`config.mk`:
```
export PLATFORM = sky130hd
export DESIGN_NAME = fifo_unpacker
export DESIGN_NICKNAME = d
export VERILOG_FILES = /design/src/rtl/fifo_unpacker.sv
export SDC_FILE = /design/constraint.sdc
export NUM_CORES = 1
export LEC_CHECK = 0
export ABC_AREA = 1
export BUFFER_PORTS_ARGS = -buffer_cell sky130_fd_sc_hd__buf_2
export CORE_ASPECT_RATIO = 1.75
export CORE_UTILIZATION = 50
export CTS_CLUSTER_DIAMETER = 100
export DETAILED_ROUTE_END_ITERATION = 8
export GPL_TIMING_DRIVEN = 0
export MAX_ROUTING_LAYER = met4
export PLACE_DENSITY_LB_ADDON = 0.2
export SYNTH_ARGS = -nofsm -noshare
export SYNTH_HDL_FRONTEND = slang
export SYNTH_SLANG_ARGS = --single-unit
```
`constraint.sdc`:
```
create_clock -name clk -period 3.5 [get_ports clk]
set_input_delay 0.175 -clock clk [delete_from_list [all_inputs] [get_ports clk]]
set_output_delay 0.175 -clock clk [all_outputs]
set_load 0.01 [all_outputs]
```
`src/rtl/fifo_unpacker.sv`:
```
// rtl/fifo_unpacker.sv - pops wide FIFO words and emits them as narrow valid/ready beats
// The next word is popped in the same cycle the last beat is accepted, so back-to-back words have no bubble.
module fifo_unpacker #(
  parameter int DataWidth = 32,
  parameter int OutWidth  = 8,
  parameter bit MsbFirst  = 1'b0
) (
  input  logic                 clk,
  input  logic                 rst_n,
  input  logic                 empty,
  input  logic [DataWidth-1:0] readData,
  output logic                 readEn,
  input  logic                 flush,
  output logic [OutWidth-1:0]  outData,
  output logic                 outValid,
  output logic                 outLast,
  input  logic                 outReady
);

  localparam int Ratio = DataWidth / OutWidth;
  localparam int CntW  = (Ratio > 1) ? $clog2(Ratio) : 1;
  localparam logic [CntW-1:0] LastCnt = CntW'(Ratio - 1);

  typedef enum logic {IDLE, EMIT} state_e;

  state_e                 state_q, state_d;
  logic [DataWidth-1:0]   shift_reg_q, shift_reg_d;
  logic [CntW-1:0]        beat_cnt_q, beat_cnt_d;
  logic [OutWidth-1:0]    out_data_q, out_data_d;
  logic                   out_valid_q, out_valid_d;
  logic                   out_last_q, out_last_d;

  logic accept;
  logic last_acc;
  logic pop;

  function automatic logic [OutWidth-1:0] head_slice(input logic [DataWidth-1:0] w);
    if (MsbFirst) return w[DataWidth-1 -: OutWidth];
    else          return w[OutWidth-1:0];
  endfunction

  function automatic logic [DataWidth-1:0] advance(input logic [DataWidth-1:0] w);
    if (MsbFirst) return w << OutWidth;
    else          return w >> OutWidth;
  endfunction

  assign accept   = out_valid_q && outReady;
  assign last_acc = accept && out_last_q;
  // Flops are held in reset already, so rst_n only needs to gate the outgoing pop.
  assign pop      = !empty && !flush && (state_q == IDLE || last_acc);
  assign readEn   = pop && rst_n;

  always_comb begin
    state_d     = state_q;
    shift_reg_d = shift_reg_q;
    beat_cnt_d  = beat_cnt_q;
    out_data_d  = out_data_q;
    out_valid_d = out_valid_q;
    out_last_d  = out_last_q;

    if (flush) begin
      state_d     = IDLE;
      out_valid_d = 1'b0;
      out_last_d  = 1'b0;
      beat_cnt_d  = '0;
    end else if (pop) begin
      state_d     = EMIT;
      shift_reg_d = readData;
      beat_cnt_d  = '0;
      out_data_d  = head_slice(readData);
      out_valid_d = 1'b1;
      out_last_d  = (Ratio == 1);
    end else if (last_acc) begin
      state_d     = IDLE;
      out_valid_d = 1'b0;
      out_last_d  = 1'b0;
      beat_cnt_d  = '0;
    end else if (accept) begin
      beat_cnt_d  = beat_cnt_q + CntW'(1);
      shift_reg_d = advance(shift_reg_q);
      out_data_d  = head_slice(shift_reg_d);
      out_last_d  = (beat_cnt_d == LastCnt);
    end
  end

  always_ff @(posedge clk or negedge rst_n) begin
    if (!rst_n) begin
      state_q     <= IDLE;
      shift_reg_q <= '0;
      beat_cnt_q  <= '0;
      out_data_q  <= '0;
      out_valid_q <= 1'b0;
      out_last_q  <= 1'b0;
    end else begin
      state_q     <= state_d;
      shift_reg_q <= shift_reg_d;
      beat_cnt_q  <= beat_cnt_d;
      out_data_q  <= out_data_d;
      out_valid_q <= out_valid_d;
      out_last_q  <= out_last_d;
    end
  end

  assign outData  = out_data_q;
  assign outValid = out_valid_q;
  assign outLast  = out_last_q;

endmodule
```
-- After elaboration in Yosys (flattened, before gate mapping)
Index checks and enable logic that the tools add are counted.
- bits in registers: 44
- latch bits: 0
- bits in writable memories: 0
- memory bits (read-only): 0
- input bits: 37
- output and inout bits: 11
- logic and storage cells: 39
- memories: 0
- $add $sub $neg: 1
- multipliers: 0
- div/mod/pow operators: 0
- order comparisons: 0
- equality and inequality tests: 2
- shift-type cells: 0
- muxes and demuxes: 17
- bitwise logic cells: 2
- reduce and logical (&&, ||, !) cells: 12
- operators by type and width (kind ; count):
    $mux W32 ; 3
    $mux W8 ; 3
    $mux W2 ; 4
    $mux W1 ; 7
    $logic_and A1 B1 Y1 ; 5
    $reduce_bool A4 Y1 ; 1
    $reduce_and A3 Y1 ; 1
    $reduce_bool A3 Y1 ; 1
    $add A2 B1 Y2 const B ; 1
    $eq A2 B2 Y1 const B ; 1
    $logic_not A1 Y1 ; 2
    $ne A2 B1 Y1 const B ; 1
    $not A1 Y1 ; 2
    $reduce_bool A2 Y1 ; 1
    $logic_or A1 B1 Y1 ; 1

-- Depth between registers and ports, before layout
Gate-level depths: netlist of run 1.
- word-level depth: 6
- mapped depth: 8
- gate-level depth less buffers: 7

-- Worst setup path before layout of run 1
Ideal clock, no wire load.
- path type: flip-flop to flip-flop
- from: register out_valid_q, in the netlist outValid
- to: register shift_reg_q[0]
- library setup time: 0.116 ns
- data arrival time: 1.232 ns
- required time: 3.384 ns
- slack: 2.151 ns
- stages on the path, launching flop included: 9
- path buffers: 1
- period minus slack after synthesis: 1.349 ns
- cells stage by stage: dfrtp_1 -> nand3_2 -> nand2_2 -> nand2_2 -> nand2_1 -> nand2_1 -> buf_2 -> nand2_1 -> nand2_1
- word-level cells in the longest chain between the ends: 6
- elaborated cells on any way between the ends: 9
- classes of those cells: eq/ne (1); mux (1); bitwise (1); reduce/logical (6)
- RTL lines (element ; RTL line ; source):
    start, declared ; 30 ; logic out_valid_q, out_valid_d;
    start signal, assigned ; 99 ; out_valid_q <= out_valid_d;
    $logic_and A1 B1 Y1 ; 47 ; assign accept = out_valid_q && outReady;
    $logic_and A1 B1 Y1 ; 48 ; assign last_acc = accept && out_last_q;
    $logic_or A1 B1 Y1 ; 50 ; assign pop = !empty && !flush && (state_q == IDLE || last_acc);
    $logic_and A1 B1 Y1 ; 50 ;
    $ne A2 B1 Y1 (no line) or $reduce_bool A2 Y1 (tied branches) ; - ;
    $reduce_and A3 Y1 (no line) ; - ;
    end signal, assigned ; 96 ; shift_reg_q <= shift_reg_d;
    end, declared ; 27 ; logic [DataWidth-1:0] shift_reg_q, shift_reg_d;
Parallel ways exist; a longest one is shown, timed or not.
A chain may end at the register's enable or synchronous reset.

-- Worst setup path after layout of run 1
- from: input port rst_n
- to: output port readEn
- word-level cells in the longest chain between the ends: 1
- RTL lines (element ; RTL line ; source):
    start, declared ; 9 ; input logic rst_n,
    $logic_and A1 B1 Y1 ; 51 ; assign readEn = pop && rst_n;
    end, declared ; 12 ; output logic readEn,
Every way passes these cells.

==> flow_metrics.py, run 1 <==
metrics = {
    "flow_run": {
        "drv_cap": 0,
    },
    "floorplan": {
        "dieHeight_um": 83.1,
        "coreArea_um2": 3590,
        "die_area_um2": 4020,
        "dieWidth_um": 48.3,
        "ioPinCount": 48,
        "rows": 29,
        "start_util": 0.523,
    },
    "clock_tree": {
        "cts_buffer_depth": 2,
        "htreeDepth": 2,
        "postCtsSetupBuffers": 0,
        "cts_tree": "yes",
        "cts-root-buf": "clkbuf_8",
        "cts.sinks": 36,
        "clock_latency_ns": 0.29,
        "cts.clk_slew.worst_paths_ns": 0.07,
        "cts_made_buffers": 5,
    },
    "global_route": {
        "grt_max_degree": 38,
        "grt_pass1_vias": 1668,
        "grt_use_met1": 0.261,
        "overflow": 0,
        "grt_pass1_wl_mm": 7.43,
        "grt_usage": 0.251,
        "top_usage_layer": "met2",
        "grtUsageMet2": 0.451,
        "use_met3": 0.0476,
        "antenna_found_initial": 0,
    },
    "routing": {
        "via_per_inst": 4.78,
        "drt_iter0_drc": 59,
        "drc": 0,
        "routed_wl_mm": 4.21,
        "num_vias": 1724,
        "detail_route.wl_per_cell_um": 11.7,
        "dr.pass1.iters": 4,
        "ant_nets": 0,
    },
    "setup_path": {
        "reg2reg_slack_ns": 2.01,
        "reg2reg_depth": 7,
        "reg2reg_to": "outLast$_DFFE_PN0P_",
        "crit_path_max_incr_delay_ns": 0.64,
        "worstPathCellList": "dlygate4sd3_1 > buf_2 > inv_1 > nor2_1 > buf_2",
        "start_kind": "primary input",
        "end_kind": "output port",
        "cpMaxStageDelayCell": "buf_2",
        "rr_startpoint": "outValid$_DFFE_PN0P_",
        "required_ns": 3.32,
        "path_class": "in2out",
        "critPathMaxFanout": 37,
        "arrival_ns": 1.68,
        "worst_path_most_repeated_cell": "buf_2",
    },
    "final_layout": {
        "nNetsFinal": 353,
        "finish.instance_area_um2": 2280,
        "n_fill_cell": 346,
        "final_layout_size_suffix_gt1_frac": 0.248,
        "diodes": 0,
        "final_cells": 361,
        "utilization": 0.634,
        "area_growth_pct": 21.3,
    },
    "timing": {
        "rsz0062_at_grt": "false",
        "tightest_slew_ns": 0.805,
        "setup-tns-final_ns": 0,
        "worst_slack_ns": 1.64,
        "slew_headroom": 0.463,
        "final_max_slew_viol_count": 0,
        "setup_viol": 0,
        "min_period_over_period": 0.530,
        "fmax_mhz": 539,
        "finalCriticalPeriod_ns": 1.86,
        "hold_viol": 0,
        "fin_skew_ns": 0.00401,
    },
    "placed_design": {
        "placed_cell_area_um2": 2170,
        "io_buffers": 47,
        "place_congestion": 0.824,
        "post-dp-hpwl_mm": 3.04,
        "dp.cells": 353,
        "pre_cts_ws_ns": 2.01,
    },
    "synthesis": {
        "synth_area_per_cell_um2": 7.22,
        "synth_commonest_cells": "nand2_1 (157), dfrtp_1 (36), nand3_1 (25)",
        "synthCells": 260,
        "synthArstFlopShare": 1.00,
        "synth_area_leaders": "dfrtp_1 (48%), nand2_1 (31%), nand3_1 (6.7%), buf_4 (3.2%), buf_2 (2.1%)",
        "syn_nets": 298,
        "synth-seq-area-share": 0.480,
        "synth.distinct_cells": 16,
        "ys_seq_elements": 36,
        "netlist_area_um2": 1880,
        "synth_enable_flop_cells": 0,
        "synth_top_cell_area_share": 0.480,
        "synth_warnings": 0,
        "synth_top_flop_cell": "dfrtp_1",
        "yosysTopAreaCell": "dfrtp_1",
        "yosysMostFrequentCell": "nand2_1",
    },
    "pwr": {
        "peakVddDrop_v": 0.000395,
        "cellPowerDensity_nw_per_um2": 569,
        "leakagePower_nw": 1.38,
    },
    "min_path": {
        "hp-class": "in2reg",
        "min_from": "readData[27]",
        "worstHoldPathCells": 3,
        "hold-path-endpoint": "shift_reg_q[27]$_DFFE_PN0P_",
    },
    "outcome": {
        "status": "complete, no violations",
    },
}
==> cell usage in the layout, fill, tap and decap left out <==
cell type,count
buf_4,8
buf_6,2
nand3_2,1
nand2_2,2
ha_1,1
nand3_1,25
buf_2,55
dfrtp_1,36
dlygate4sd3_1,1
nor2_2,1
inv_1,8
nand2_1,157
a21oi_4,1
nand4_1,3
o21bai_2,1
clkbuf_1,2
clkbuf_8,7
nor2_1,4
==> registers in the layout, summed over array words and instances (netlist names) <==
name / flops
outLast: 1
outValid: 1
beat_cnt_q: 2
shift_reg_q: 32
==> logic make-up (layout without fill, tap and decap cells) <==
group	Yosys count	after routing	synth area share
simple gates	193	193	0.414
flops	36	36	0.480
fa+ha+maj	1	1	0.00666
compound gates	2	2	0.0147
buf+inv	28	83	0.0853
==> layer usage <==
layer | wire, um | share of wire
met1 | 1680 | 0.40
met2 | 2280 | 0.54
met3 | 156 | 0.037
met4 | 83 | 0.020
met5 | 0 | 0
==> worst max-delay path by stage <==
stage / startpoint / end
after floorplan: outValid$_DFFE_PN0P_ / shift_reg_q[0]$_DFFE_PN0P_
final: rst_n / readEn
after CTS: rst_n / readEn
after global routing: rst_n / readEn
after global placement: outValid$_DFFE_PN0P_ / shift_reg_q[0]$_DFFE_PN0P_
after detailed placement: outValid$_DFFE_PN0P_ / outLast$_DFFE_PN0P_
==> report_power, final <==
part | switching [W] | internal [W]
logic | 0.000201 | 0.000177
registers | 0.0000652 | 0.000537
clock network | 0.000141 | 0.000175
==> worst max-delay path, delay by kind of cell <==
family	cells	cell delay [ns]
and+or+nand+nor	1	0.11
buffers and inverters	4	1.38
==> layout make-up <==
| class | instances | area, um2 | area share |
|---|---|---|---|
| flip-flops and latches | 36 | 901 | 0.396 |
| multi-input cells | 196 | 817 | 0.359 |
| repair buffers | 48 | 245 | 0.108 |
| plain buffers | 20 | 130 | 0.0571 |
| clock buffers | 7 | 96.3 | 0.0423 |
| well taps | 46 | 57.6 | 0.0253 |
| inverters | 8 | 30.0 | 0.0132 |
==> stage by stage <==
| stage | power, W | hold WS, ns |
|---|---|---|
| detailed placement | 0.000990 | 0.307 |
| finish | 0.00130 | 0.0837 |
| CTS | 0.00131 | 0.0771 |
| global route | 0.00140 | 0.0918 |
| global placement | 0.000974 | 0.314 |
| floorplan | 0.000870 | -0.121 |
==> repair_timing <==
action | CTS | global route
hold endpoints to repair | 7 | 0
resized for setup | 0 | 0
hold buffers | 1 | 0
setup endpoints to repair | 0 | 0
Note: power is estimated with default switching activity, not from simulation.
==> inputs of run 2 (changes only) <==
--- a/config.mk
+++ b/config.mk
@@ -8,7 +8,7 @@
 export ABC_AREA = 1
 export BUFFER_PORTS_ARGS = -buffer_cell sky130_fd_sc_hd__buf_2
 export CORE_ASPECT_RATIO = 1.75
-export CORE_UTILIZATION = 50
+export CORE_UTILIZATION = 47
 export CTS_CLUSTER_DIAMETER = 100
 export DETAILED_ROUTE_END_ITERATION = 8
 export GPL_TIMING_DRIVEN = 0
==> constraint.sdc (replaced) <==
create_clock -name clk -period 1.5 [get_ports clk]
set_input_delay 0.075 -clock clk [delete_from_list [all_inputs] [get_ports clk]]
set_output_delay 0.075 -clock clk [all_outputs]
set_load 0.01 [all_outputs]
==> run 2 against run 1 <==
The run now ends with hold timing left. First-iteration DRC count shrank 25%. Combinational power increased by 140%. Clock skew rose by 0.0049 ns. Critical path depth increased by 1. Worst setup slack worse by 1.6 ns. Cell count is 3.9% higher. Clock power increased to 2.7 times the previous value. Clock-buffer cell count down 1. Worst hold slack got worse by 0.20 ns. Utilization shrank 0.58 points. Cell area up 6.6%. Critical path type is now reg2out. Critical endpoint unchanged. Largest cell class unchanged. Largest power group unchanged.
==> flow_metrics.py, run 2 (synthesis gave the netlist of run 1 again) <==
metrics = {
    "setup_path": {
        "cp.buffers_inverters": 3,
        "cpLargestDelayFamily": "buffers and inverters",
        "end_kind": "output port",
        "arrival_ns": 1.40,
        "required_ns": 1.42,
        "reg2reg_slack_ns": 0.08,
        "cpMaxStageDelayCell": "dfrtp_1",
        "worst_path_most_repeated_cell": "nand2_4",
        "critPathMaxFanout": 7,
        "path_class": "reg2out",
        "crit_path_max_incr_delay_ns": 0.44,
        "worstPathCellList": "buf_4 > nand2_4 > nand2_4 > buf_8 > nor2_1 > buf_2",
        "start_kind": "flip-flop",
    },
    "timing": {
        "tightest_slew_ns": 0.839,
        "worst_slack_ns": 0.0300,
        "min_period_over_period": 0.980,
        "slew_headroom": 0.441,
        "hold_viol": 36,
        "finalCriticalPeriod_ns": 1.47,
        "whs_ns": -0.117,
        "final_max_slew_viol_count": 0,
        "setup_viol": 0,
        "fmax_mhz": 680,
        "fin_skew_ns": 0.00891,
        "setup-tns-final_ns": 0,
    },
    "routing": {
        "routed_wl_mm": 4.24,
        "drc": 0,
        "via_per_inst": 4.67,
        "detail_route.wl_per_cell_um": 11.3,
        "drt_iter0_drc": 44,
        "dr.pass1.iters": 4,
        "num_vias": 1753,
        "ant_nets": 0,
    },
    "final_layout": {
        "layout_common_cells": "nand2_1 (156), buf_2 (51), dfrtp_1 (36), nand3_1 (25), buf_4 (14)",
        "top_regs": "shift_reg_q (32), beat_cnt_q (2)",
        "diodes": 0,
        "top_register": "shift_reg_q",
        "final_common_cell": "nand2_1",
        "final_layout_size_suffix_gt1_frac": 0.254,
        "largest_reg_flops": 32,
        "nNetsFinal": 364,
        "area_growth_pct": 29.3,
    },
    "global_route": {
        "use_met3": 0.0496,
        "grt_pass1_wl_mm": 7.34,
        "grt_usage": 0.238,
        "grtUsageMet2": 0.419,
        "antenna_found_initial": 0,
        "grt_pass1_vias": 1699,
        "top_usage_layer": "met2",
        "overflow": 0,
        "grt_max_degree": 38,
        "grt_use_met1": 0.250,
    },
    "clock_tree": {
        "hold_buffers": 8,
        "cts_buffer_depth": 2,
        "cts-root-buf": "clkbuf_8",
        "cts_tree": "yes",
        "clock_latency_ns": 0.29,
        "cts.clk_slew.worst_paths_ns": 0.08,
        "cts.sinks": 36,
        "cts_made_buffers": 5,
        "htreeDepth": 2,
    },
    "floorplan": {
        "dieHeight_um": 85.6,
        "dieWidth_um": 49.8,
        "ioPinCount": 48,
        "coreArea_um2": 3870,
        "rows": 30,
        "die_area_um2": 4260,
        "start_util": 0.486,
    },
    "placed_design": {
        "post-dp-hpwl_mm": 2.88,
        "io_buffers": 47,
        "pre_cts_ws_ns": -0.0228,
        "place_congestion": 0.800,
    },
    "outcome": {
        "violations": "hold timing",
        "status": "finished with violations",
    },
    "pwr": {
        "cellPowerDensity_nw_per_um2": 1300,
        "total_power_w": 0.00316,
        "peakVddDrop_v": 0.000978,
        "leakagePower_nw": 1.45,
    },
    "flow_run": {
        "drv_cap": 0,
    },
    "min_path": {
        "hp-class": "in2async",
    },
}
-- run 2: final cells by class --
cell class,count,area [um2]
fill,401,1440
inverter,8,30.0
buffer,20,148
tap,48,60.1
sequential,36,901
multi-input combinational,196,837
timing repair buffer,59,345
clock buffer,6,72.6
clock inverter,2,35.0
-- run 2: path summary, 6_finish.rpt --
| path | start | to | cells past startpoint |
|---|---|---|---|
| worst max-delay path | outValid$_DFFE_PN0P_ | readEn | 6 |
| max in group asynchronous | rst_n | shift_reg_q[16]$_DFFE_PN0P_ | 1 |
| worst min register to register | shift_reg_q[26]$_DFFE_PN0P_ | shift_reg_q[26]$_DFFE_PN0P_ | 2 |
| min in group clk | readData[1] | shift_reg_q[1]$_DFFE_PN0P_ | 5 |
| worst max register to register | outValid$_DFFE_PN0P_ | shift_reg_q[15]$_DFFE_PN0P_ | 9 |
| worst min-delay path | rst_n | shift_reg_q[11]$_DFFE_PN0P_ | 1 |
-- run 2: what timing repair did --
| action | in CTS | in global routing |
|---|---|---|
| endpoints found under the hold margin | 44 | 36 |
| endpoints found under the setup margin | 34 | 31 |
| buffers inserted | 4 | 0 |
| pin swaps | 2 | 1 |
| gates resized for setup | 5 | 7 |
-- run 2: through the flow --
step / cells / area, um2 / utilization
after floorplan: 260 / 1880 / -
after CTS: 375 / 2410 / 0.624
final: 375 / 2430 / 0.628
after global placement: 355 / 2170 / 0.562
after global routing: 375 / 2430 / 0.628
after detailed placement: 355 / 2170 / 0.562
-- run 2: layer usage --
layer,share of wire,wire [um]
met1,0.42,1760
met2,0.52,2210
met5,0,0
met4,0.018,78
met3,0.045,191
-- run 2: power by group --
part           total [W]  leakage [nW]  switching [W]  internal, W
Clock           0.000841        0.0552       0.000348     0.000493
Sequential       0.00140         0.462       0.000146      0.00125
Combinational   0.000923         0.933       0.000476     0.000447
